$ cat config.mk
export PLATFORM = sky130hd
export DESIGN_NAME = round_check_ctrl_flat
export DESIGN_NICKNAME = d
export VERILOG_FILES = /design/src/rtl/round_check_ctrl_if.sv /design/src/rtl/round_check_ctrl.sv /design/src/flat_wrapper.sv
export SDC_FILE = /design/constraint.sdc
export NUM_CORES = 1
export LEC_CHECK = 0
export CELL_PAD_IN_SITES_DETAIL_PLACEMENT = 1
export CELL_PAD_IN_SITES_GLOBAL_PLACEMENT = 2
export CORE_MARGIN = 2
export CORE_UTILIZATION = 32
export DETAILED_ROUTE_END_ITERATION = 12
export PLACE_DENSITY_LB_ADDON = 0.1
export SLEW_MARGIN = 5
export SYNTH_ARGS = -nofsm -noshare
export SYNTH_HDL_FRONTEND = slang
export SYNTH_SLANG_ARGS = --single-unit
$ cat constraint.sdc
create_clock -name clk -period 3.9 [get_ports clk]
set_clock_uncertainty 0.05 [all_clocks]
set_input_delay 0.78 -clock clk [delete_from_list [all_inputs] [get_ports clk]]
set_output_delay 0.78 -clock clk [all_outputs]
set_load 0.02 [all_outputs]
$ cat src/rtl/round_check_ctrl_if.sv
// Handshake bundle between the game FSM / button synchronisers and round_check_ctrl.
// The master side drives the round request and pattern; the slave side reports progress and result.
interface round_check_ctrl_if #(
    parameter int MAX_LEN = 33
);
    logic                    start;
    logic [5:0]              round_len;
    logic [MAX_LEN-1:0][1:0] segment;
    logic [3:0]              player_input;
    logic                    busy;
    logic [5:0]              check_idx;
    logic                    round_pass;
    logic                    round_fail;
    logic [1:0]              fail_code;

    modport master (
        output start, round_len, segment, player_input,
        input  busy, check_idx, round_pass, round_fail, fail_code
    );

    modport slave (
        input  start, round_len, segment, player_input,
        output busy, check_idx, round_pass, round_fail, fail_code
    );
endinterface

$ cat src/rtl/round_check_ctrl.sv
// Simon Says response-round sequencer: walks check_idx through the first round_len
// pattern entries, one press/release per entry, and ends with a registered pass/fail pulse.
module round_check_ctrl #(
    parameter int MAX_LEN        = 33,
    parameter int TIMEOUT_CYCLES = 500_000_000
) (
    input logic              clk,
    input logic              reset,
    round_check_ctrl_if.slave bus
);

    localparam int                CNT_W    = (TIMEOUT_CYCLES > 2) ? $clog2(TIMEOUT_CYCLES) : 1;
    localparam logic [CNT_W-1:0]  CNT_LAST = CNT_W'(TIMEOUT_CYCLES - 1);
    localparam logic [6:0]        LEN_MAX  = 7'(MAX_LEN);

    localparam logic [1:0] CODE_WRONG   = 2'd0;
    localparam logic [1:0] CODE_TIMEOUT = 2'd1;
    localparam logic [1:0] CODE_MULTI   = 2'd2;
    localparam logic [1:0] CODE_BADLEN  = 2'd3;

    typedef enum logic [1:0] {
        IDLE         = 2'd0,
        WAIT_PRESS   = 2'd1,
        WAIT_RELEASE = 2'd2,
        FINISH       = 2'd3
    } state_t;

    state_t           state_q, state_d;
    logic [CNT_W-1:0] cnt_q, cnt_d;
    logic [5:0]       idx_q, idx_d;
    logic [5:0]       len_q, len_d;
    logic             busy_q, busy_d;
    logic             pass_q, pass_d;
    logic             fail_q, fail_d;
    logic [1:0]       code_q, code_d;
    logic             pulsed_q, pulsed_d;
    logic             res_pass_q, res_pass_d;

    logic             multi_btn;
    logic             any_btn;
    logic [1:0]       pressed_colour;
    logic [1:0]       want_colour;
    logic             len_illegal;

    // Counter saturates at the timeout value so it can never wrap.
    function automatic logic [CNT_W-1:0] sat_inc(input logic [CNT_W-1:0] v);
        return (v == CNT_LAST) ? v : v + CNT_W'(1);
    endfunction

    function automatic logic [1:0] btn_colour(input logic [3:0] v);
        logic [1:0] c;
        if (v[3])      c = 2'd3;
        else if (v[2]) c = 2'd2;
        else if (v[1]) c = 2'd1;
        else           c = 2'd0;
        return c;
    endfunction

    assign multi_btn      = |(bus.player_input & (bus.player_input - 4'd1));
    assign any_btn        = |bus.player_input;
    assign pressed_colour = btn_colour(bus.player_input);
    assign want_colour    = bus.segment[idx_q];
    assign len_illegal    = (bus.round_len == 6'd0) || ({1'b0, bus.round_len} > LEN_MAX);

    always_comb begin
        state_d    = state_q;
        cnt_d      = cnt_q;
        idx_d      = idx_q;
        len_d      = len_q;
        pass_d     = 1'b0;
        fail_d     = 1'b0;
        code_d     = code_q;
        pulsed_d   = pulsed_q;
        res_pass_d = res_pass_q;

        unique case (state_q)
            IDLE: begin
                if (bus.start) begin
                    idx_d    = 6'd0;
                    cnt_d    = '0;
                    code_d   = CODE_WRONG;
                    pulsed_d = 1'b0;
                    if (len_illegal) begin
                        code_d     = CODE_BADLEN;
                        res_pass_d = 1'b0;
                        state_d    = FINISH;
                    end else begin
                        len_d   = bus.round_len;
                        state_d = WAIT_PRESS;
                    end
                end
            end

            WAIT_PRESS: begin
                cnt_d = sat_inc(cnt_q);
                if (multi_btn) begin
                    code_d     = CODE_MULTI;
                    res_pass_d = 1'b0;
                    pulsed_d   = 1'b0;
                    state_d    = FINISH;
                end else if (any_btn) begin
                    if (pressed_colour == want_colour) begin
                        state_d = WAIT_RELEASE;
                    end else begin
                        code_d     = CODE_WRONG;
                        res_pass_d = 1'b0;
                        pulsed_d   = 1'b0;
                        state_d    = FINISH;
                    end
                end else if (cnt_q == CNT_LAST) begin
                    code_d     = CODE_TIMEOUT;
                    res_pass_d = 1'b0;
                    pulsed_d   = 1'b0;
                    state_d    = FINISH;
                end
            end

            // Extra buttons while the correct one is held are deliberately ignored here.
            WAIT_RELEASE: begin
                if (!any_btn) begin
                    if (idx_q == len_q - 6'd1) begin
                        res_pass_d = 1'b1;
                        pulsed_d   = 1'b0;
                        state_d    = FINISH;
                    end else begin
                        idx_d   = idx_q + 6'd1;
                        cnt_d   = '0;
                        state_d = WAIT_PRESS;
                    end
                end
            end

            // Two cycles here: the first raises the pulse, the second returns to IDLE,
            // so busy stays high while the pulse is visible.
            FINISH: begin
                if (!pulsed_q) begin
                    pass_d   = res_pass_q;
                    fail_d   = !res_pass_q;
                    pulsed_d = 1'b1;
                end else begin
                    state_d = IDLE;
                end
            end

            default: state_d = IDLE;
        endcase

        busy_d = (state_d != IDLE);
    end

    always_ff @(posedge clk or posedge reset) begin
        if (reset) begin
            state_q    <= IDLE;
            cnt_q      <= '0;
            idx_q      <= 6'd0;
            len_q      <= 6'd0;
            busy_q     <= 1'b0;
            pass_q     <= 1'b0;
            fail_q     <= 1'b0;
            code_q     <= 2'd0;
            pulsed_q   <= 1'b0;
            res_pass_q <= 1'b0;
        end else begin
            state_q    <= state_d;
            cnt_q      <= cnt_d;
            idx_q      <= idx_d;
            len_q      <= len_d;
            busy_q     <= busy_d;
            pass_q     <= pass_d;
            fail_q     <= fail_d;
            code_q     <= code_d;
            pulsed_q   <= pulsed_d;
            res_pass_q <= res_pass_d;
        end
    end

    assign bus.busy       = busy_q;
    assign bus.check_idx  = idx_q;
    assign bus.round_pass = pass_q;
    assign bus.round_fail = fail_q;
    assign bus.fail_code  = code_q;

endmodule

$ cat src/flat_wrapper.sv
// flat-port wrapper written by rule: the top's interface ports become plain ports
module round_check_ctrl_flat 
#(
    parameter int MAX_LEN        = 33,
    parameter int TIMEOUT_CYCLES = 500_000_000
)
  (clk, reset, bus_start, bus_round_len, bus_segment, bus_player_input, bus_busy, bus_check_idx, bus_round_pass, bus_round_fail, bus_fail_code);
  round_check_ctrl_if #(.MAX_LEN(MAX_LEN)) bus_i ();
  input logic clk;
  input logic reset;
  input wire logic [$bits(bus_i.start)-1:0] bus_start;
  input wire logic [$bits(bus_i.round_len)-1:0] bus_round_len;
  input wire logic [$bits(bus_i.segment)-1:0] bus_segment;
  input wire logic [$bits(bus_i.player_input)-1:0] bus_player_input;
  output wire logic [$bits(bus_i.busy)-1:0] bus_busy;
  output wire logic [$bits(bus_i.check_idx)-1:0] bus_check_idx;
  output wire logic [$bits(bus_i.round_pass)-1:0] bus_round_pass;
  output wire logic [$bits(bus_i.round_fail)-1:0] bus_round_fail;
  output wire logic [$bits(bus_i.fail_code)-1:0] bus_fail_code;
  assign bus_i.start = bus_start;
  assign bus_i.round_len = bus_round_len;
  assign bus_i.segment = bus_segment;
  assign bus_i.player_input = bus_player_input;
  assign bus_busy = bus_i.busy;
  assign bus_check_idx = bus_i.check_idx;
  assign bus_round_pass = bus_i.round_pass;
  assign bus_round_fail = bus_i.round_fail;
  assign bus_fail_code = bus_i.fail_code;
  round_check_ctrl #(.MAX_LEN(MAX_LEN), .TIMEOUT_CYCLES(TIMEOUT_CYCLES)) u_core (.clk(clk), .reset(reset), .bus(bus_i));
endmodule
Word level (Yosys, flattened, before mapping):

Index checks and enable logic that the tools add are counted.

* bitwise gates (word level): 2
* add/sub/neg operators: 4
* divide/modulo/power cells: 0
* shifts and indexed selects: 0
* equality and inequality tests: 14
* order comparisons: 2
* reduce and logical (&&, ||, !) cells: 16
* $mul: 0
* mux-type cells: 48

Operators by type and width (number)
* 2-to-1 mux 29 bit: 4
* case mux 29 bit (3 select lines): 1
* 2-to-1 mux 2 bit: 17
* adder 29 x 1 -> 29 bit (second input constant): 1
* == test 29 bit (second input constant): 1
* 2-to-1 mux 6 bit: 3
* 2-to-1 mux 1 bit: 17
* binary-select mux 2 bit (select 6 bit): 1
* case mux 6 bit (2 select lines): 1
* AND reduction 5 bit: 2
* inequality test 2 bit (second input constant): 4
* case mux 2 bit (4 select lines): 1
* AND reduction 4 bit: 2
* OR reduction 4 bit: 2
* less-than comparator 6 x 7 -> 1 bit (second input constant): 1
* AND reduction 7 bit: 1
* adder 6 x 1 -> 6 bit (second input constant): 1
* == test 6 bit: 1
* > comparator 6 bit (second input constant): 1
* zero test 6 bit: 1
* nonzero test 2 bit: 3
* subtractor 6 x 1 -> 6 bit (second input constant): 1
* AND 4 bit: 1
* == test 2 bit (second input constant): 2
* 15 further kinds: 16

* latch bits: 0
* ROM bits: 0
* bits in writable memories: 0
* memories kept: 0
* input port bits: 79
* register bits: 50

Longest topological paths before layout:

* depth after elaboration: 9
* mapped depth: 12
* depth with buffers taken out: 11

Worst setup path before layout:

No wires, ideal clock.

* kind: in2reg
* start point: input port bus_player_input[0]
* end point: register u_core.cnt_q[27]
* setup time: 0.132 ns
* arrival time: 2.638 ns
* buffers on the path: 0
* stages on the path: 7
* slack: 1.080 ns
* cell sequence: nor4_1 o311ai_1 a21oi_4 o2111ai_4 or3_1 xor2_1 nor2_1

* cells in the longest elaborated chain, start to end: 3

RTL lines
* start, declared: RTL line flat_wrapper.sv:14 `input wire logic [$bits(bus_i.player_input)-1:0] bus_player_input;`
* OR reduction 4 bit: RTL line round_check_ctrl.sv:60 `assign any_btn = |bus.player_input;`
* inequality test 2 bit (no source line)
* AND reduction 5 bit (no source line)
* end signal, assigned: RTL line round_check_ctrl.sv:165 `cnt_q <= cnt_d;`
* end, declared: RTL line round_check_ctrl.sv:29 `logic [CNT_W-1:0] cnt_q, cnt_d;`

Every way passes these cells.
A chain may end at the register's enable or synchronous reset.

Worst setup path after layout:

* start point: register u_core.idx_q[0], in the netlist u_core.bus.check_idx[0]
* end point: register u_core.res_pass_q

* cells in the longest elaborated chain, start to end: 5
* elaborated cells between the ends (all ways): 7
* classes of those cells: eq/ne: 4; mux: 2; reduce/logical: 1

RTL lines
* start, declared: RTL line round_check_ctrl.sv:30 `logic [5:0] idx_q, idx_d;`
* start signal, assigned: RTL line round_check_ctrl.sv:166 `idx_q <= idx_d;`
* binary-select mux 2 bit (select 6 bit): RTL line round_check_ctrl.sv:62 `assign want_colour = bus.segment[idx_q];`
* 2-to-1 mux 2 bit (not written as such): RTL line round_check_ctrl.sv:62
* == test 2 bit: RTL line round_check_ctrl.sv:102 `if (pressed_colour == want_colour) begin`
* inequality test 4 x 3 -> 1 bit (no source line)
* AND reduction 7 bit (no source line) *
* end signal, assigned: RTL line round_check_ctrl.sv:173 `res_pass_q <= res_pass_d;`
* end, declared: RTL line round_check_ctrl.sv:37 `logic res_pass_q, res_pass_d;`

Mark *: on every way between the ends. The rest lies on a longest branch, timed or not. The select of a mux whose other input is x is not followed.

==> summary.md <==
| Metric | Value |
|---|---|
| Detailed-route wire length | 9770 um |
| Area of the core | 10300 sq um |
| Post-detailed-route DRC marker count | 0 |
| Switching power of the nets | 878 uW |
| Adder-Cell Fraction of Synth Area | 1.12% |
| Dominant combinational cell family by area after synthesis | simple AND/OR/NAND/NOR gates |
| Net count reported at finish | 529 |
| Post-CTS resize count | 0 |
| Number of maximum-capacitance violations | 0 |
| Cts hold-fix bufs | 0 |
| Post-Synthesis Mean Instance Area | 9.31 sq um |
| Sinks on Clock Net | 50 |
| Post-synthesis mux area share | 12.6% |
| Prevailing post-synth register cell | sky130_fd_sc_hd__dfrtp_1 |
| Site row count | 37 |
| List of cells traversed by the critical path | mux4_2 > nor2b_1 > a211oi_1 > a311o_1 > nand2_1 > or4b_1 > nand3_2 > nor2b_1 > o221ai_1 |
| Startpoint type of the worst setup path | register |
| Clock tree root driver cell | sky130_fd_sc_hd__clkbuf_8 |
| Count of vias placed by the detailed router | 3009 |
| Detailed placement HPWL | 7400 um |
| Antenna Cells | 0 |
| Share of layout cells above drive strength 1 | 8.48% |
| Layout Area Growth over Synthesis | 33.5% |
| XOR/XNOR share of the synthesized area | 8.08% |
| Register clock-pin slew on the reported worst setup and hold paths | 100 ps |
| TritonCTS clock tree | done |
| Peak per-stage delay on the critical path | 830 ps |
| Grt ovf | 0 |
| Delay-heaviest family, CP | simple AND/OR/NAND/NOR gates |
| IO buf count | 89 |
| Time the final worst path needs with I/O delays and setup | 3260 ps |
| Pin slew with the least headroom to its limit | 736 ps |
| Horizontal die dimension | 107 um |
| Internal portion of total power | 1320 uW |
| Vias per Instance | 5.15 |
| Maximum number of pins on one net before global-route repair | 35 |
| Most prevalent standard cell on the critical path | sky130_fd_sc_hd__nor2b_1 |
| Post-Synthesis Cells | 361 |
| Synth Net Count | 443 |
| Number of setup buffers added after CTS | 0 |
| Final cell utilization of the core | 43.7% |
| Tightest slew margin relative to the limit | 50.9% |
| Syn Std Cell Area | 3360 sq um |
| Latest clock arrival within the worst-skew pair | 310 ps |
| Sequential fraction of design power | 37.7% |
| Share of the clock period used by the worst path after layout | 83.5% |
| Maximum buffer depth of the clock tree | 2 |
| Static power due to leakage | 0.00170 uW |
| Biggest area consumer among synthesized cells | sky130_fd_sc_hd__dfrtp_1 |
| Post-route antenna net violation count | 0 |
| Area share of and/or/nand/nor cells after synthesis | 23.4% |
| Drt first pass iters | 4 |
| Number of antenna violations at the first check in global routing | 0 |
| Detailed router's first-iteration violation count | 143 |
| Die area | 11300 sq um |
| Count of warnings emitted by yosys | 0 |
| Vias in the first global route | 3319 |
| Buf/Inv on CP | 0 |
| Number of storage elements in the synthesis netlist | 50 |
| Final-layout worst hold slack | 468 ps |
| Number of distinct standard cells referenced by the synthesized netlist | 62 |
| Net switching share of the total power | 39.9% |
| Number of flops mapped to enable cells by yosys | 0 |
| Worst setup path category | reg2reg |
| Worst setup EP type | register |
| GRT Overall Usage | 18.4% |
| Peak Freq | 307 MHz |
| Cell types with the largest area share after synthesis | sky130_fd_sc_hd__dfrtp_1, sky130_fd_sc_hd__xnor2_1, sky130_fd_sc_hd__nor2_1 |
| Number of buffers created by CTS | 5 |
| Share of power burned in combinational logic | 44.7% |
| VDD IR-drop max | 0.266 mV |
| Compound-cell area share of the yosys netlist | 13.4% |
| Hold Vio Cnt, Final | 0 |
| Sequential-to-total area share from yosys stat | 37.2% |
| Global placer's final weighted congestion | 0.745 |
| Class of the most critical hold timing path | reg2reg |
| First-pass GRT wire length | 16600 um |
| Highest net fanout along the worst path | 15 |
| Setup-violating endpoint count in the final report | 0 |
| Outcome | finished clean |
| Arrival @ worst endpoint | 3420 ps |
| Top-Level Pins | 90 |
| Slew Viols, Final | 0 |
| Wire per inst | 16.7 um |
| Setup repair after global routing missed its margin | no |
| Critical-path top delay cell | sky130_fd_sc_hd__dfrtp_1 |
| Ratio of total power to cell area | 490 nW/um^2 |
| Proportion of synthesized flip-flops having asynchronous set or reset | 100% |
| Most common cell in the netlist | sky130_fd_sc_hd__dfrtp_1 |
| Clock power share | 17.6% |
| Commonest cells in the netlist | sky130_fd_sc_hd__dfrtp_1, sky130_fd_sc_hd__nor2_1, sky130_fd_sc_hd__nand2_1 |
| Share of the synthesized area in the top cell type | 37.2% |
| Post-route setup TNS | 0 ps |
| Endpoint required time on the critical path | 4070 ps |
| Chip Height | 107 um |
| Initial cell density of the core | 32.7% |
| CTS H-tree lvls | 2 |
final cells by class:
class	count	area [sq um]
Inverter	12	45.0
Sequential cell	50	1250
Tap cell	136	170
Clock buffer	5	68.8
Timing Repair Buffer	95	936
Clock inverter	3	48.8
Fill cell	1190	5790
Multi-Input combinational cell	283	1970
sequential cells by signal, summed over array words and instances, names as in the netlist:
| register | flops |
|---|---|
| u_core.bus.busy | 1 |
| u_core.bus.check_idx | 6 |
| u_core.bus.fail_code | 2 |
| u_core.bus.round_fail | 1 |
| u_core.bus.round_pass | 1 |
| u_core.cnt_q | 29 |
| u_core.len_q | 6 |
| u_core.pulsed_q | 1 |
| u_core.res_pass_q | 1 |
| u_core.state_q | 2 |
power by group through the flow:
stage	clock, uW	sequential [uW]	combinational, uW
after CTS	404	833	999
after global placement	0	841	986
after floorplan	0	760	738
after detailed placement	0	845	993
final	388	829	985
after global routing	422	857	1090
routing by layer:
layer / part of all wire, % / up-vias / track usage (%)
met2: 51 / 46 / 34.1
li1: - / 1473 / -
met4: 1.1 / 0 / 4.27
met1: 44 / 1484 / 22.3
met5: 0 / - / 0
met3: 4.2 / 6 / 2.88
through the flow:
step                      cell area, sq um  total power [uW]  setup slack, ps  std cells
after floorplan                       3360              1500             1080        361
after global placement                4370              1830              455        576
after detailed placement              4370              1840              457        576
after CTS                             4490              2240              569        584
after global routing                  4490              2370              327        584
final                                 4490              2200              644        584
cell usage in the layout, fill, tap and decap left out, drive strengths merged, types with 7 or more instances in the layout:
cell type	synthesis	layout
nor2	50	50
or3	11	11
a22oi	9	9
dfrtp	50	50
o21ai	16	16
a21oi	13	13
nand2b	8	8
xor2	8	8
mux2i	16	16
xnor2	23	23
nand2	31	31
clkdlybuf4s50	0	89
inv	12	13
nor3	16	16
mux2	7	7
nand3	10	10
mux4	8	8
cell families after synthesis:
family / Yosys count
multiplexers: 31
XOR/XNOR: 31
buffers and inverters: 28
AND/OR/NAND/NOR: 156
AO/OA/AOI/OAI: 62
flip-flops: 50
adder cells (fa/ha/maj): 3
worst paths after layout:
path | from | endpoint | slack [ps] | cells past startpoint
worst max-delay path | u_core.bus.check_idx[0] | u_core.res_pass_q | 640 | 9
worst min-delay path | u_core.res_pass_q | u_core.bus.round_fail | 470 | 1
worst max register to register | u_core.bus.check_idx[0] | u_core.res_pass_q | 640 | 9
worst min register to register | u_core.res_pass_q | u_core.bus.round_fail | 470 | 1
max in group asynchronous | reset | u_core.bus.check_idx[3] | 2240 | 3
min in group asynchronous | reset | u_core.cnt_q[6] | 810 | 2
Note: power is estimated with default switching activity, not from simulation.
